**config.mk**
```make
export PLATFORM = sky130hd
export DESIGN_NAME = demux_arb
export DESIGN_NICKNAME = d
export VERILOG_FILES = /design/src/rtl/demux_arb.sv
export SDC_FILE = /design/constraint.sdc
export NUM_CORES = 1
export LEC_CHECK = 0
export ABC_CLOCK_PERIOD_IN_PS = 3980
export BUFFER_PORTS_ARGS = -buffer_cell sky130_fd_sc_hd__buf_2
export CAP_MARGIN = 20
export CORE_MARGIN = 4
export CORE_UTILIZATION = 53
export DETAILED_ROUTE_END_ITERATION = 8
export GPL_TIMING_DRIVEN = 0
export HOLD_SLACK_MARGIN = 0.15
export PLACE_DENSITY_LB_ADDON = 0.05
export SETUP_SLACK_MARGIN = 0.3
export SYNTH_ARGS = -nofsm -noshare
export SYNTH_HDL_FRONTEND = slang
export SYNTH_SLANG_ARGS = --single-unit
```
**constraint.sdc**
```tcl
create_clock -name clk -period 3.98 [get_ports clk]
set_input_delay 0.199 -clock clk [delete_from_list [all_inputs] [get_ports clk]]
set_output_delay 0.199 -clock clk [all_outputs]
set_load 0.01 [all_outputs]
```
**src/rtl/demux_arb.sv**
```systemverilog
// rtl/demux_arb.sv - round-robin arbiter driving an 8-way demux select
// Optional forced release: define DEMUX_ARB_TIMEOUT_EN to cap a grant at MAX_HOLD cycles.
module demux_arb #(
  parameter int MAX_HOLD = 16
) (
  input  logic       clk,
  input  logic       reset,
  input  logic [7:0] req,
  output logic [2:0] sel,
  output logic [7:0] grant,
  output logic       busy,
  output logic       timeout
);

  typedef enum logic [1:0] {IDLE, GRANT, GAP} state_t;

  state_t     state;
  logic [2:0] ptr;
  logic [2:0] win;

  if (MAX_HOLD < 2 || MAX_HOLD > 255) begin : g_bad_max_hold
    $error("demux_arb: MAX_HOLD must be in 2..255");
  end

  // First requester at or above ptr, wrapping 7 -> 0.
  function automatic logic [2:0] pick(input logic [7:0] r, input logic [2:0] p);
    logic [2:0] idx;
    logic       found;
    pick  = p;
    found = 1'b0;
    for (int i = 0; i < 8; i++) begin
      idx = p + 3'(i);
      if (!found && r[idx]) begin
        pick  = idx;
        found = 1'b1;
      end
    end
  endfunction

  assign win = pick(req, ptr);

`ifdef DEMUX_ARB_TIMEOUT_EN
  localparam logic [7:0] HOLD_LAST = 8'(MAX_HOLD - 1);
  logic [7:0] hold_cnt;
`endif

  always_ff @(posedge clk) begin
    if (reset) begin
      state   <= IDLE;
      sel     <= 3'd0;
      grant   <= 8'd0;
      busy    <= 1'b0;
      timeout <= 1'b0;
      ptr     <= 3'd0;
`ifdef DEMUX_ARB_TIMEOUT_EN
      hold_cnt <= 8'd0;
`endif
    end else begin
      timeout <= 1'b0;
      case (state)
        IDLE, GAP: begin
          if (req != 8'd0) begin
            state <= GRANT;
            sel   <= win;
            grant <= 8'd1 << win;
            busy  <= 1'b1;
            ptr   <= win + 3'd1;
`ifdef DEMUX_ARB_TIMEOUT_EN
            hold_cnt <= 8'd0;
`endif
          end else begin
            state <= IDLE;
            grant <= 8'd0;
            busy  <= 1'b0;
          end
        end
        GRANT: begin
          if (!req[sel]) begin
            state <= GAP;
            grant <= 8'd0;
            busy  <= 1'b0;
          end
`ifdef DEMUX_ARB_TIMEOUT_EN
          // hold_cnt counts completed grant cycles; the MAX_HOLD-th one is the last.
          else if (hold_cnt == HOLD_LAST) begin
            state   <= GAP;
            grant   <= 8'd0;
            busy    <= 1'b0;
            timeout <= 1'b1;
          end else begin
            hold_cnt <= hold_cnt + 8'd1;
          end
`endif
        end
        default: begin
          state <= IDLE;
          grant <= 8'd0;
          busy  <= 1'b0;
        end
      endcase
    end
  end

endmodule

```
==> results of run 1 <==
==> logic make-up (layout without fill, tap and decap cells) <==
logic type / after synthesis / after routing
compound gates: 50 / 50
xor+xnor: 6 / 6
fa+ha+maj: 7 / 7
buf+inv: 22 / 46
flops: 16 / 16
mux: 31 / 31
other cells: 1 / 1
simple gates: 61 / 61
==> registers in the layout, indices dropped and copies added (netlist names) <==
| name | cells |
|---|---|
| ptr | 3 |
| grant | 8 |
| state | 1 |
| sel | 3 |
| busy | 1 |
==> critical path, delay by kind of cell (launching register included) <==
kind / cells / cell delay [ns]
mux: 3 / 0.91
fa+ha+maj: 3 / 0.83
compound gates: 4 / 0.66
buf+inv: 3 / 0.45
flops: 1 / 0.38
simple gates: 2 / 0.15
==> cell type report <==
class | instances | area (um^2) | area share
buffer | 12 | 126 | 0.0599
clock buffer | 4 | 36.3 | 0.0172
inverter | 10 | 41.3 | 0.0196
multi-input combinational | 156 | 1430 | 0.676
sequential | 16 | 322 | 0.153
tap | 46 | 57.6 | 0.0273
timing repair buffer | 20 | 100 | 0.0475
==> power by group through the flow <==
stage / clock network [mW] / logic, mW / registers, mW
floorplan: 0 / 1.07 / 0.252
global placement: 0 / 1.33 / 0.241
detailed placement: 0 / 1.35 / 0.243
CTS: 0.109 / 1.38 / 0.240
global route: 0.119 / 1.60 / 0.248
finish: 0.109 / 1.47 / 0.242
==> layer usage <==
layer | global-route usage | vias up
li1 | - | 792
met2 | 0.384 | 37
met4 | 0.0987 | 0
met3 | 0.0185 | 13
met1 | 0.277 | 797
met5 | 0 | -
==> stage by stage <==
stage | power [mW] | area, um^2
2_1_floorplan | 1.32 | 1840
3_3_place_gp | 1.57 | 2000
3_5_place_dp | 1.59 | 2000
4_1_cts | 1.73 | 2050
5_1_grt | 1.97 | 2110
6_report | 1.82 | 2110
==> path summary, 6_finish.rpt <==
check,cells past startpoint,from,to
min reg2reg,2,grant[5],grant[5]
max reg2reg,15,ptr[1],ptr[2]
min,2,grant[5],grant[5]
max,15,ptr[1],ptr[2]
==> Yosys cell counts (3+ instances only) <==
cell	n	area, um^2
sky130_fd_sc_hd__a211oi_1	4	30.0
sky130_fd_sc_hd__a21oi_1	7	35.0
sky130_fd_sc_hd__a221oi_2	3	45.0
sky130_fd_sc_hd__a32o_1	4	40.0
sky130_fd_sc_hd__buf_6	3	33.8
sky130_fd_sc_hd__clkbuf_8	4	55.1
sky130_fd_sc_hd__dfxtp_1	16	320
sky130_fd_sc_hd__ha_1	7	87.6
sky130_fd_sc_hd__inv_1	10	37.5
sky130_fd_sc_hd__mux2_2	5	56.3
sky130_fd_sc_hd__mux2i_1	13	130
sky130_fd_sc_hd__mux4_2	9	203
sky130_fd_sc_hd__nand2_1	20	75.1
sky130_fd_sc_hd__nand3_1	4	20.0
sky130_fd_sc_hd__nor2_1	17	63.8
sky130_fd_sc_hd__nor3_1	8	40.0
sky130_fd_sc_hd__o21a_1	3	22.5
sky130_fd_sc_hd__o21ai_0	7	35.0
sky130_fd_sc_hd__xnor2_1	5	43.8
==> what timing repair did <==
item | 4_1_cts | 5_1_grt
resized for setup | 6 | 10
pin swaps | 0 | 2
endpoints found under the setup margin | 10 | 10
==> flow_summary.yaml, run 1 <==
synthesis:
  post_synth_xor_area_fraction: 0.0286
  synth_simple_gate_area_share: 0.153
  ys_warn_count: 0
  yosys.area_share.adder: 0.0477
  ys_dominant_reg_cell: "sky130_fd_sc_hd__dfxtp_1"
  synth_seq_area_share: 0.174
  number_of_cells_produced_by_synthesis: 194
  syn_avg_cell_area_um2: 9.47
  largest_family_of_logic_cells_by_synthesized_area: "multiplexers"
  synth.cell_area_um2: 1840
  number_of_enable_type_register_cells_in_the_synthesized_netlist: 0
  synth_compound_gate_area_share: 0.249
  mappedNetlistNets: 211
  synth_seq_cells: 16
  asyncSetResetFlopFracSynth: 0
  netlist-cell-type-count: 56
  yosys-mux-area-fraction: 0.260
detailed_routing:
  num_vias: 1639
  drt-total-wl_um: 4610
  drtPass1Iterations: 4
  highest_layer: "met4"
  detail_route.wirelength.met1_um: 2010
  routed_len_inst_um: 17.5
  first_iter_violations: 113
  postRouteAntennaNets: 0
  vias_per_cell: 6.21
  wl_met2_um: 2330
  remaining_drc_errors: 0
  met3RoutedLength_um: 133
pwr:
  clock_power_share: 0.060
  pwr-share-comb: 0.807
  switchingPower_uw: 920
  p_int_uw: 896
  power_leakage_nw: 0.777
  vdd_drop_max_uv: 416
  pwr_density_cell_nw_per_um2: 862
  share_seq_of_total_power: 0.133
  power.share.switching: 0.507
die:
  initial_utilization: 0.551
  die-area_um2: 4470
  fp.dieW_um: 66.9
  boundaryPins: 23
  core_um2: 3340
  die_height_um: 66.9
  std_cell_rows: 21
run_status:
  run_status: "finished, final reports clean"
clocking:
  cts_tree: "built"
  cts_buffer_depth: 2
  clock_insertion_delay_worst_skew_ns: 0.30
  clock_sinks: 16
  cts_root_buffer: "sky130_fd_sc_hd__clkbuf_4"
  htreeDepth: 1
  postCtsSetupRepairBufs: 0
  number_of_hold_repair_buffers_added_at_the_cts_stage: 0
  clkTransAtPathRegs_ns: 0.09
  number_of_buffers_inserted_during_clock_tree_synthesis: 3
layout:
  layout.core_utilization: 0.632
  areaGrowthSynthToFinish_pct: 14.7
  final-instance-count-excl-fill: 264
  layout_commonest_cell: "sky130_fd_sc_hd__buf_2"
  antenna_cells: 0
  most-common-layout-cells: "sky130_fd_sc_hd__buf_2 (21), sky130_fd_sc_hd__nand2_1 (20), sky130_fd_sc_hd__nor2_1 (17)"
  share_of_cells_above_drive_strength_1: 0.321
  final.fill_count: 309
  design.final.nets: 236
sta:
  drv_slew: 0
  final-setup-viol-count: 0
  totalNegativeSetupSlack_ns: 0
  final.hold.worst_slack_ns: 0.499
  final.min_clock_period_ns: 3.47
  worstMarginPinSlew_ns: 0.647
  clock.fmax_ghz: 0.288
  setup_slack_ns: 0.512
  hold_violations: 0
  relSlewSlack: 0.566
  final_min_period_over_clock_period: 0.871
  final.setup_skew_ns: 0.00246
  rsz_0062_raised_after_global_routing: "no"
grt:
  antenna_violations_before_repair: 0
  first_pass_grt_wire_length_um: 7630
  global_route.usage.total: 0.221
  grt_pass1_vias: 1618
  grt_max_degree: 11
  globalRouteOverflowTotal: 0
flow_run:
  max_cap_violations: 0
placement:
  placedCellCount: 260
  dp_hpwl_um: 3540
  gp_routability_congestion: 0.860
  pre_cts_slack_ns: -0.199
  buffer_ports.inserted: 20
setup_path:
  cp_slowest_cell: "sky130_fd_sc_hd__mux4_2"
  timing.critical_path.fanout_max: 10
  cp_data_required_time_ns: 4.18
  rrSetupSlack_ns: 0.51
  timing_worst_setup_path_type: "register to register"
  end_kind: "register"
  startpoint_type: "register"
  cp.arrival_ns: 3.67
  cp_cell_sequence: "buf_6 -> inv_1 -> ha_1 -> clkbuf_8 -> mux4_2 -> mux2i_4 -> nor2_1 -> a211oi_2 -> a211oi_2 -> a211oi_2 -> o21ai_1 -> ha_1 -> ha_1 -> mux2i_1 -> nor2_1"
  critPathMaxStageDelay_ns: 0.57
min_path:
  hp-class: "register to register"
No activity file was read; power rests on OpenSTA's default activity.
==> run 2, diff against run 1 <==
Settings changed: ABC_AREA set to 1.
==> flow_summary.yaml, run 2 <==
detailed_routing:
  routed_len_inst_um: 11.0
  remaining_drc_errors: 0
  drt-total-wl_um: 3270
  first_iter_violations: 64
  drtPass1Iterations: 4
  num_vias: 1501
  postRouteAntennaNets: 0
  vias_per_cell: 5.07
clocking:
  clock_insertion_delay_worst_skew_ns: 0.28
  cts_root_buffer: "sky130_fd_sc_hd__clkbuf_4"
  number_of_buffers_inserted_during_clock_tree_synthesis: 3
  cts_tree: "built"
  postCtsSetupRepairBufs: 0
  htreeDepth: 1
  cts_buffer_depth: 2
  clock_sinks: 16
  clkTransAtPathRegs_ns: 0.09
setup_path:
  rrSetupSlack_ns: 0.60
  cp.depth: 21
  cp_data_required_time_ns: 4.15
  critPathMaxStageDelay_ns: 0.41
  worstSetupStartpoint: "ptr[0]"
  critPathCapture: "ptr[2]"
  cp_cell_sequence: "inv_2 -> buf_6 -> ha_1 -> inv_2 -> nand3_1 -> nand2_1 -> nand2_1 -> nand2_2 -> nand2_2 -> nor2_4 -> nand2_2 -> nor2_2 -> nand2_1 -> o211ai_1 -> nand3_1 -> nand2_1 -> nand2_1 -> ha_1 -> ha_1 -> o21ai_0 -> a21oi_1"
  timing.critical_path.fanout_max: 10
  rr_worst_depth: 21
  cp.buffers_inverters: 3
  end_kind: "register"
  startpoint_type: "register"
  cp.arrival_ns: 3.55
  critical_path.reg2reg.endpoint: "ptr[2]"
  crit_family: "simple AND/OR/NAND/NOR gates"
  timing_worst_setup_path_type: "register to register"
  critical-path-top-cell-by-count: "sky130_fd_sc_hd__nand2_1"
  regToRegStartpoint: "ptr[0]"
  cp_slowest_cell: "sky130_fd_sc_hd__dfxtp_1"
layout:
  layout.cell_area.non_filler_um2: 1640
  areaGrowthSynthToFinish_pct: 13.1
  final-instance-count-excl-fill: 296
  design.final.nets: 284
  share_of_cells_above_drive_strength_1: 0.203
  antenna_cells: 0
  registers.top_by_ff_count: "grant"
  top_regs: "grant x8, ptr x3, sel x3"
  largest_register_ffs: 8
  layout.core_utilization: 0.643
  most-common-layout-cells: "sky130_fd_sc_hd__nand2_1 (78), sky130_fd_sc_hd__nand3_1 (34), sky130_fd_sc_hd__buf_2 (23)"
  layout_commonest_cell: "sky130_fd_sc_hd__nand2_1"
synthesis:
  mappedNetlistNets: 257
  number_of_cells_produced_by_synthesis: 240
  post_synth_most_frequent_cells: "sky130_fd_sc_hd__nand2_1 (78), sky130_fd_sc_hd__nand3_1 (34), sky130_fd_sc_hd__inv_1 (22)"
  asyncSetResetFlopFracSynth: 0
  number_of_enable_type_register_cells_in_the_synthesized_netlist: 0
  post_synth_top_area_share: 0.221
  synth_top_cell_by_area: "sky130_fd_sc_hd__dfxtp_1"
  synthMostInstantiatedCell: "sky130_fd_sc_hd__nand2_1"
  synth_seq_cells: 16
  synth_seq_area_share: 0.221
  ys_warn_count: 0
  netlist-cell-type-count: 31
  syn_avg_cell_area_um2: 6.03
  synth.cell_area_um2: 1450
  ys_top_cells_by_area: "sky130_fd_sc_hd__dfxtp_1 (22%), sky130_fd_sc_hd__nand2_1 (20%), sky130_fd_sc_hd__nand3_1 (12%)"
  ys_dominant_reg_cell: "sky130_fd_sc_hd__dfxtp_1"
sta:
  totalNegativeSetupSlack_ns: 0
  hold_violations: 0
  final.min_clock_period_ns: 3.38
  setup_slack_ns: 0.598
  rsz_0062_raised_after_global_routing: "no"
  final-setup-viol-count: 0
  final_min_period_over_clock_period: 0.850
  drv_slew: 0
  final.hold.worst_slack_ns: 0.427
  clock.fmax_ghz: 0.296
  final.setup_skew_ns: 0.00316
die:
  fp.dieW_um: 60.2
  std_cell_rows: 18
  die_height_um: 60.2
  initial_utilization: 0.568
  die-area_um2: 3630
  boundaryPins: 23
  core_um2: 2540
pwr:
  power.share.switching: 0.567
  power_leakage_nw: 0.842
  pwr-share-comb: 0.776
  clock_power_share: 0.066
  pwr_density_cell_nw_per_um2: 976
  switchingPower_uw: 906
  p_int_uw: 692
  share_seq_of_total_power: 0.158
  vdd_drop_max_uv: 734
  power_mw: 1.60
grt:
  grt_max_degree: 11
  first_pass_grt_wire_length_um: 5530
  grt_pass1_vias: 1330
  globalRouteOverflowTotal: 0
  global_route.usage.total: 0.198
  antenna_violations_before_repair: 0
placement:
  placement.cell_area_um2: 1590
  dp_hpwl_um: 2660
  buffer_ports.inserted: 21
  pre_cts_slack_ns: 0.548
  gp_routability_congestion: 0.853
  placedCellCount: 291
flow_run:
  max_cap_violations: 0
min_path:
  hp-class: "register to register"
run_status:
  run_status: "finished, final reports clean"
==> run 2: cell types whose count changed in the layout (fill, tap and decap cells not counted), sizes merged, moves of 4 or more <==
cell,change
inv,+17
a32o,-4
nand2,+70
a211oi,-4
o21ai,+5
mux2,-5
mux4,-11
nand3,+30
mux2i,-15
nor3,-7
a21oi,+8
==> run 2: layout make-up <==
cell class                 instances  area, um^2
tap                               30        37.5
buffer                             6        36.3
timing repair buffer              22         115
fill                             250         908
inverter                          28         105
sequential                        16         322
clock buffer                       4        36.3
multi-input combinational        190         985
==> run 2: power by group through the flow <==
stage	clock, mW	combinational [mW]	sequential (mW)
6_report	0.106	1.24	0.253
5_1_grt	0.115	1.42	0.261
4_1_cts	0.108	1.25	0.252
3_5_place_dp	0	1.23	0.256
3_3_place_gp	0	1.23	0.255
2_1_floorplan	0	0.962	0.270
==> run 2: worst min-delay path by stage <==
stage	startpoint	endpoint	cells past startpoint
6_report	state[1]	state[1]	1
5_1_grt	state[1]	state[1]	1
4_1_cts	state[1]	state[1]	1
3_5_place_dp	state[1]	state[1]	1
3_3_place_gp	state[1]	state[1]	1
2_1_floorplan	reset	state[1]	1
==> run 2: logic make-up (layout without fill, tap and decap cells) <==
logic type / Yosys count / in the layout / synth area share
AND/OR/NAND/NOR: 145 / 145 / 0.457
adder cells (fa/ha/maj): 7 / 7 / 0.0606
AO/OA/AOI/OAI: 33 / 33 / 0.131
buffers and inverters: 34 / 60 / 0.0978
other: 1 / 1 / 0.00259
flip-flops: 16 / 16 / 0.221
XOR/XNOR: 4 / 4 / 0.0294
==> run 2: worst reg2reg max path: stages, from the launching register on <==
cell	delay (ns)
sky130_fd_sc_hd__dfxtp_1	0.41
sky130_fd_sc_hd__inv_2	0.06
sky130_fd_sc_hd__buf_6	0.14
sky130_fd_sc_hd__ha_1	0.41
sky130_fd_sc_hd__inv_2	0.17
sky130_fd_sc_hd__nand3_1	0.15
sky130_fd_sc_hd__nand2_1	0.09
sky130_fd_sc_hd__nand2_1	0.06
sky130_fd_sc_hd__nand2_2	0.08
sky130_fd_sc_hd__nand2_2	0.06
sky130_fd_sc_hd__nor2_4	0.14
sky130_fd_sc_hd__nand2_2	0.10
sky130_fd_sc_hd__nor2_2	0.12
sky130_fd_sc_hd__nand2_1	0.12
sky130_fd_sc_hd__o211ai_1	0.11
sky130_fd_sc_hd__nand3_1	0.10
sky130_fd_sc_hd__nand2_1	0.09
sky130_fd_sc_hd__nand2_1	0.10
sky130_fd_sc_hd__ha_1	0.23
sky130_fd_sc_hd__ha_1	0.27
sky130_fd_sc_hd__o21ai_0	0.20
sky130_fd_sc_hd__a21oi_1	0.06
==> run 2: what timing repair did <==
action                     CTS  global route
hold buffers                 1             0
setup endpoints to repair    0             1
hold endpoints to repair     1             0
resized for setup            0             2
==> run 2: per-layer routing <==
layer	track usage	up-vias	wire length, um	share of wire
met5	0	-	0	0
met4	0.0475	0	17	0.0052
met3	0.0194	2	91	0.028
met2	0.349	17	1560	0.48
met1	0.257	649	1600	0.49
li1	-	833	-	-
